[config.mk]
export PLATFORM = sky130hd
export DESIGN_NAME = cycle_counter_bank
export DESIGN_NICKNAME = d
export VERILOG_FILES = /design/src/rtl/cycle_counter_bank.sv
export SDC_FILE = /design/constraint.sdc
export NUM_CORES = 1
export LEC_CHECK = 0
export CORE_MARGIN = 1.5
export CORE_UTILIZATION = 35
export CTS_BUF_LIST = sky130_fd_sc_hd__clkbuf_16
export DETAILED_ROUTE_END_ITERATION = 12
export GPL_ROUTABILITY_DRIVEN = 0
export GPL_TIMING_DRIVEN = 0
export PLACE_DENSITY = 0.61
export RECOVER_POWER = 25
export SLEW_MARGIN = 15
export SYNTH_ARGS = -nofsm -noshare
export SYNTH_HDL_FRONTEND = slang
export SYNTH_SLANG_ARGS = --single-unit
[constraint.sdc]
create_clock -name clk -period 2 [get_ports clk]
set_input_delay 0.2 -clock clk [delete_from_list [all_inputs] [get_ports clk]]
set_output_delay 0.2 -clock clk [all_outputs]
set_load 0.02 [all_outputs]
[src/rtl/cycle_counter_bank.sv]
// cycle_counter_bank
//   NCH independent CNT_W-bit event counters. Each qualified event latches the
//   pre-increment count into evtnum, bumps the counter and pulses ready for one
//   clock. A byte-wide register port gives atomic snapshot-on-read of each
//   counter plus a control/status register used for per-channel clear.
//
//   Optional: define CYCLECNT_OVF_FLAG_EN to keep a sticky per-channel overflow
//   flag, readable at the CSR address; otherwise the CSR reads as 8'h00.
//
// Ports:
//   clk     system clock, posedge
//   reset   synchronous, active-low
//   evt     [NCH]        per-channel event inputs
//   ready   [NCH]        one-clock pulse when evtnum of a channel updates
//   evtnum  [NCH*CNT_W]  latched counts, channel c at [c*CNT_W +: CNT_W]
//   addr    [8]          bus address
//   read    read strobe (level, acts on rising edge)
//   write   write strobe (level, acts on rising edge)
//   wdata   [8]          write data (CSR: per-channel clear mask)
//   rdata   [8]          registered read data
module cycle_counter_bank #(
  parameter int unsigned      NCH       = 4,
  parameter int unsigned      CNT_W     = 18,
  parameter int unsigned      BASE_ADDR = 12,
  parameter logic [NCH-1:0]   MODE_EDGE = '0
) (
  input  logic                 clk,
  input  logic                 reset,
  input  logic [NCH-1:0]       evt,
  output logic [NCH-1:0]       ready,
  output logic [NCH*CNT_W-1:0] evtnum,
  input  logic [7:0]           addr,
  input  logic                 read,
  input  logic                 write,
  input  logic [7:0]           wdata,
  output logic [7:0]           rdata
);

  localparam int unsigned NB       = (CNT_W + 7) / 8;
  localparam logic [7:0]  CSR_ADDR = 8'(BASE_ADDR + NCH * NB);

  logic [NCH-1:0][CNT_W-1:0] cnt_q, cnt_d;
  logic [NCH-1:0][CNT_W-1:0] evtnum_q, evtnum_d;
  logic [NCH-1:0][CNT_W-1:0] snap_q, snap_d;
  logic [NCH-1:0]            ready_q, ready_d;
  logic [NCH-1:0]            evt_d_q, evt_d_d;
  logic                      read_d_q, read_d_d;
  logic                      write_d_q, write_d_d;
  logic [7:0]                rdata_q, rdata_d;
`ifdef CYCLECNT_OVF_FLAG_EN
  logic [NCH-1:0]            ovf_q, ovf_d;
`endif

  logic [NCH-1:0]            qual;
  logic                      rd_rise;
  logic                      wr_rise;
  logic                      clr;
  logic [8*NB-1:0]           word;
  logic [7:0]                status;
  logic                      unused_wdata;

  // Level-mode channels mask out the history bit, so they count every high clock.
  assign qual         = evt & ~(evt_d_q & MODE_EDGE);
  assign rd_rise      = read & ~read_d_q;
  assign wr_rise      = write & ~write_d_q;
  assign clr          = wr_rise && (addr == CSR_ADDR);
  assign unused_wdata = ^wdata;

  assign ready  = ready_q;
  assign evtnum = evtnum_q;
  assign rdata  = rdata_q;

  always_comb begin
    cnt_d     = cnt_q;
    evtnum_d  = evtnum_q;
    snap_d    = snap_q;
    ready_d   = '0;
    evt_d_d   = evt;
    read_d_d  = read;
    write_d_d = write;
    rdata_d   = rdata_q;
    word      = '0;
    status    = '0;
`ifdef CYCLECNT_OVF_FLAG_EN
    ovf_d     = ovf_q;
    status[NCH-1:0] = ovf_q;
`endif

    for (int unsigned c = 0; c < NCH; c++) begin
      if (qual[c]) begin
        evtnum_d[c] = cnt_q[c];
        ready_d[c]  = 1'b1;
        cnt_d[c]    = cnt_q[c] + CNT_W'(1);
`ifdef CYCLECNT_OVF_FLAG_EN
        if (&cnt_q[c]) ovf_d[c] = 1'b1;
`endif
      end
      if (rd_rise && (addr == 8'(BASE_ADDR + c * NB))) begin
        snap_d[c] = cnt_q[c];
      end
      // Clear is applied after the increment so it wins over a same-clock event.
      if (clr && wdata[c]) begin
        cnt_d[c] = '0;
`ifdef CYCLECNT_OVF_FLAG_EN
        ovf_d[c] = 1'b0;
`endif
      end
    end

    // Reading from snap_d gives the byte-0 bypass in the snapshot clock.
    for (int unsigned c = 0; c < NCH; c++) begin
      for (int unsigned b = 0; b < NB; b++) begin
        if (addr == 8'(BASE_ADDR + c * NB + b)) begin
          word            = '0;
          word[CNT_W-1:0] = snap_d[c];
          rdata_d         = word[b*8 +: 8];
        end
      end
    end
    if (addr == CSR_ADDR) begin
      rdata_d = status;
    end
  end

  always_ff @(posedge clk) begin
    if (!reset) begin
      cnt_q     <= '0;
      evtnum_q  <= '0;
      snap_q    <= '0;
      ready_q   <= '0;
      evt_d_q   <= '0;
      read_d_q  <= 1'b0;
      write_d_q <= 1'b0;
      rdata_q   <= '0;
`ifdef CYCLECNT_OVF_FLAG_EN
      ovf_q     <= '0;
`endif
    end else begin
      cnt_q     <= cnt_d;
      evtnum_q  <= evtnum_d;
      snap_q    <= snap_d;
      ready_q   <= ready_d;
      evt_d_q   <= evt_d_d;
      read_d_q  <= read_d_d;
      write_d_q <= write_d_d;
      rdata_q   <= rdata_d;
`ifdef CYCLECNT_OVF_FLAG_EN
      ovf_q     <= ovf_d;
`endif
    end
  end

endmodule
==> flow_metrics.env <==
export IMPL_dieArea_mm2=0.0299
export IMPL_ys_warn_count=0
export IMPL_grt_max_degree=14
export IMPL_postPlaceCellArea_mm2=0.0116
export IMPL_synth_top_area_share_pct=45.6
export IMPL_rrSetupSlack_ps=60
export IMPL_final_core_util_pct=44.8
export IMPL_power_internal_mw=8.31
export IMPL_finalPower_mw=10.6
export IMPL_finalHoldViolCount=0
export IMPL_min_period_over_period_pct=96.8
export IMPL_leakage_nw=4.75
export IMPL_yosysMostFrequentCell="dfxtp_1"
export IMPL_remaining_drc_errors=0
export IMPL_yosysSeqAreaShare_pct=45.6
export IMPL_gr_usage_all_layers_pct=17.7
export IMPL_skew_ps=9.58
export IMPL_grt_first_pass_wirelength_mm=43.1
export IMPL_power_share_switching_pct=21.4
export IMPL_setup_viol=0
export IMPL_syn2layout_area_growth_pct=26.5
export IMPL_finalNetCount=1303
export IMPL_die_w_um=173
export IMPL_synth_commonest_cells="dfxtp_1, nand2_1, mux2i_1"
export IMPL_ys_flop_type="dfxtp_1"
export IMPL_drive_gt1_share_pct=9.27
export IMPL_clock_sinks=230
export IMPL_setup_ws_ps=63.6
export IMPL_ioPinCount=108
export IMPL_clockPowerShare_pct=50.9
export IMPL_rows=62
export IMPL_hp_class="primary input to register"
export IMPL_status="finished, final reports clean"
export IMPL_fillers=2845
export IMPL_drtPass1Iterations=5
export IMPL_synth_area_leaders="dfxtp_1, mux2i_1, nor2b_1"
export IMPL_ant_nets=0
export IMPL_required_ps=2420
export IMPL_syn_area_mm2=0.0101
export IMPL_start_util_pct=35.4
export IMPL_core_area_mm2=0.0285
export IMPL_drv_slew=0
export IMPL_relSlewSlack_pct=41.8
export IMPL_antenna_found_initial=0
export IMPL_grt_ovfl_total=0
export IMPL_crit_type="register to register"
export IMPL_hold_slack_ps=89.2
export IMPL_power_density_mw_per_mm2=827
export IMPL_tightest_slew_ps=874
export IMPL_switchingPower_mw=2.27
export IMPL_ys_seq_elements=230
export IMPL_synth_edff_count=0
export IMPL_hold_buffers=0
export IMPL_fin_crit_ps=1940
export IMPL_critPathMaxFanout=10
export IMPL_drt_iter0_drc=675
export IMPL_worstPathArrival_ps=2350
export IMPL_synthArstFlopShare_pct=0
export IMPL_fin_area_mm2=0.0128
export IMPL_cts_tree="done"
export IMPL_grt_pass1_vias=7800
export IMPL_seq_area_mm2=0.00461
export IMPL_rsz0062_at_grt="yes"
export IMPL_portBuffers=98
export IMPL_wl_mm=27.4
export IMPL_synth_distinct_cells=52
export IMPL_multiInputGateArea_mm2=0.00521
export IMPL_pre_cts_slack_ps=-914
export IMPL_die_h_um=173
export IMPL_combPwrFrac_pct=5.0
export IMPL_numCtsBuffers=26
export IMPL_ir_drop_v=0.000527
export IMPL_endpoint_kind="register"
export IMPL_synthCells=1135
export IMPL_dpl_hpwl_mm=19.9
export IMPL_seq_power_share_pct=44.1
export IMPL_htree_levels=1
export IMPL_cap_viol_max_count=0
export IMPL_path_clk_slew_ps=60
export IMPL_cts_root_buf="clkbuf_16"
export IMPL_insertion_delay_ps=520
export IMPL_max_clock_freq_mhz=516
export IMPL_viasPerCell=4.95
export IMPL_wl_per_cell_um=16.3
export IMPL_start_kind="register"
export IMPL_synth_top_area_cell="dfxtp_1"
export IMPL_vias=8312
export IMPL_synth_fp_nets=1163
export IMPL_syn_avg_cell_area_um2=8.91
export IMPL_cts_max_path_buffers=3
==> final timing paths <==
path,start,endpoint,depth (start not counted)
max,read_d_q,rdata[0],7
min,evt[2],evtnum[53],3
max reg2reg,read_d_q,rdata[0],7
min reg2reg,snap_q[23],snap_q[23],2
==> flip-flops by register name, indices dropped and copies added, names as in the netlist <==
name,count
write_d_q,1
cnt_q,72
snap_q,72
rdata,8
ready,4
read_d_q,1
evtnum,72
==> cells in the final DEF, fill, tap and decap left out, types with 4 or more instances in the layout <==
cell type	n
buf_1	4
and2_0	5
a22oi_1	5
and3_1	24
nor2_2	5
nor2_1	81
or3_1	10
mux2i_1	116
dfxtp_2	5
xor2_1	40
a21oi_1	44
o21ai_0	39
nand3_2	4
a21boi_0	36
ha_1	4
inv_1	27
nand2_1	153
clkdlybuf4s50_1	97
nand4_1	21
dfxtp_1	225
o22ai_1	7
xnor2_1	17
o221ai_1	12
bufinv_16	8
nand3_1	14
clkbuf_1	36
buf_2	11
clkbuf_16	27
clkinv_2	7
clkbuf_2	6
a31oi_1	10
nor2b_1	112
buf_4	24
o21a_1	4
o21ai_4	4
==> metal layers <==
metal  vias up  GRT usage (%)  wire length, um
met5         -              0                0
met4         0           4.86              719
met3        49           3.69             1790
met2       262           27.7            11900
met1      3863           24.7            13000
li1       4138              -                -
==> cells by family (layout without fill, tap and decap cells) <==
family | after synthesis | after routing | synth area share, %
buffers and inverters | 95 | 254 | 3.75
XOR/XNOR | 57 | 57 | 4.94
AND/OR/NAND/NOR | 456 | 456 | 22.3
other | 0 | 1 | 0
adder cells (fa/ha/maj) | 4 | 4 | 0.495
AO/OA/AOI/OAI | 177 | 178 | 11.5
flip-flops | 230 | 230 | 45.6
multiplexers | 116 | 116 | 11.5
==> power groups by stage <==
stage               logic [mW]  registers [mW]  clock network, mW
finish                   0.533            4.66               5.38
global route             0.572            4.66               5.71
CTS                      0.516            4.66               5.50
detailed placement       0.504            4.76                  0
global placement         0.498            4.76                  0
floorplan                0.310            4.76                  0
==> metrics by stage <==
step / instances / setup TNS [ps]
detailed placement: 1617 / -100660
CTS: 1666 / 0
floorplan: 1135 / 0
global placement: 1617 / -99960
finish: 1680 / 0
global route: 1679 / -24.4
==> cell type report <==
type / count / share of cell area [%]
diodes: 1 / 0.0196
plain buffers: 62 / 2.13
clock buffers: 27 / 5.28
clock inverters: 21 / 2.39
inverters: 26 / 0.773
multi-input cells: 811 / 40.8
flip-flops and latches: 230 / 36.1
well taps: 384 / 3.76
repair buffers: 118 / 8.84
==> what timing repair did <==
item,4_1_cts,5_1_grt
cloned,0,1
endpoints found under the setup margin,117,80
setup buffers,5,15
gates resized for setup,23,19
pin swaps,6,5
==> critical path, cell delays in order, from the launching register on <==
cell,delay [ps]
dfxtp_1,320
nand2b_2,280
buf_2,360
mux2i_1,290
nor3_1,80
o22ai_1,210
a21oi_1,100
o21a_1,180
Power figures use the tool's default switching activity.
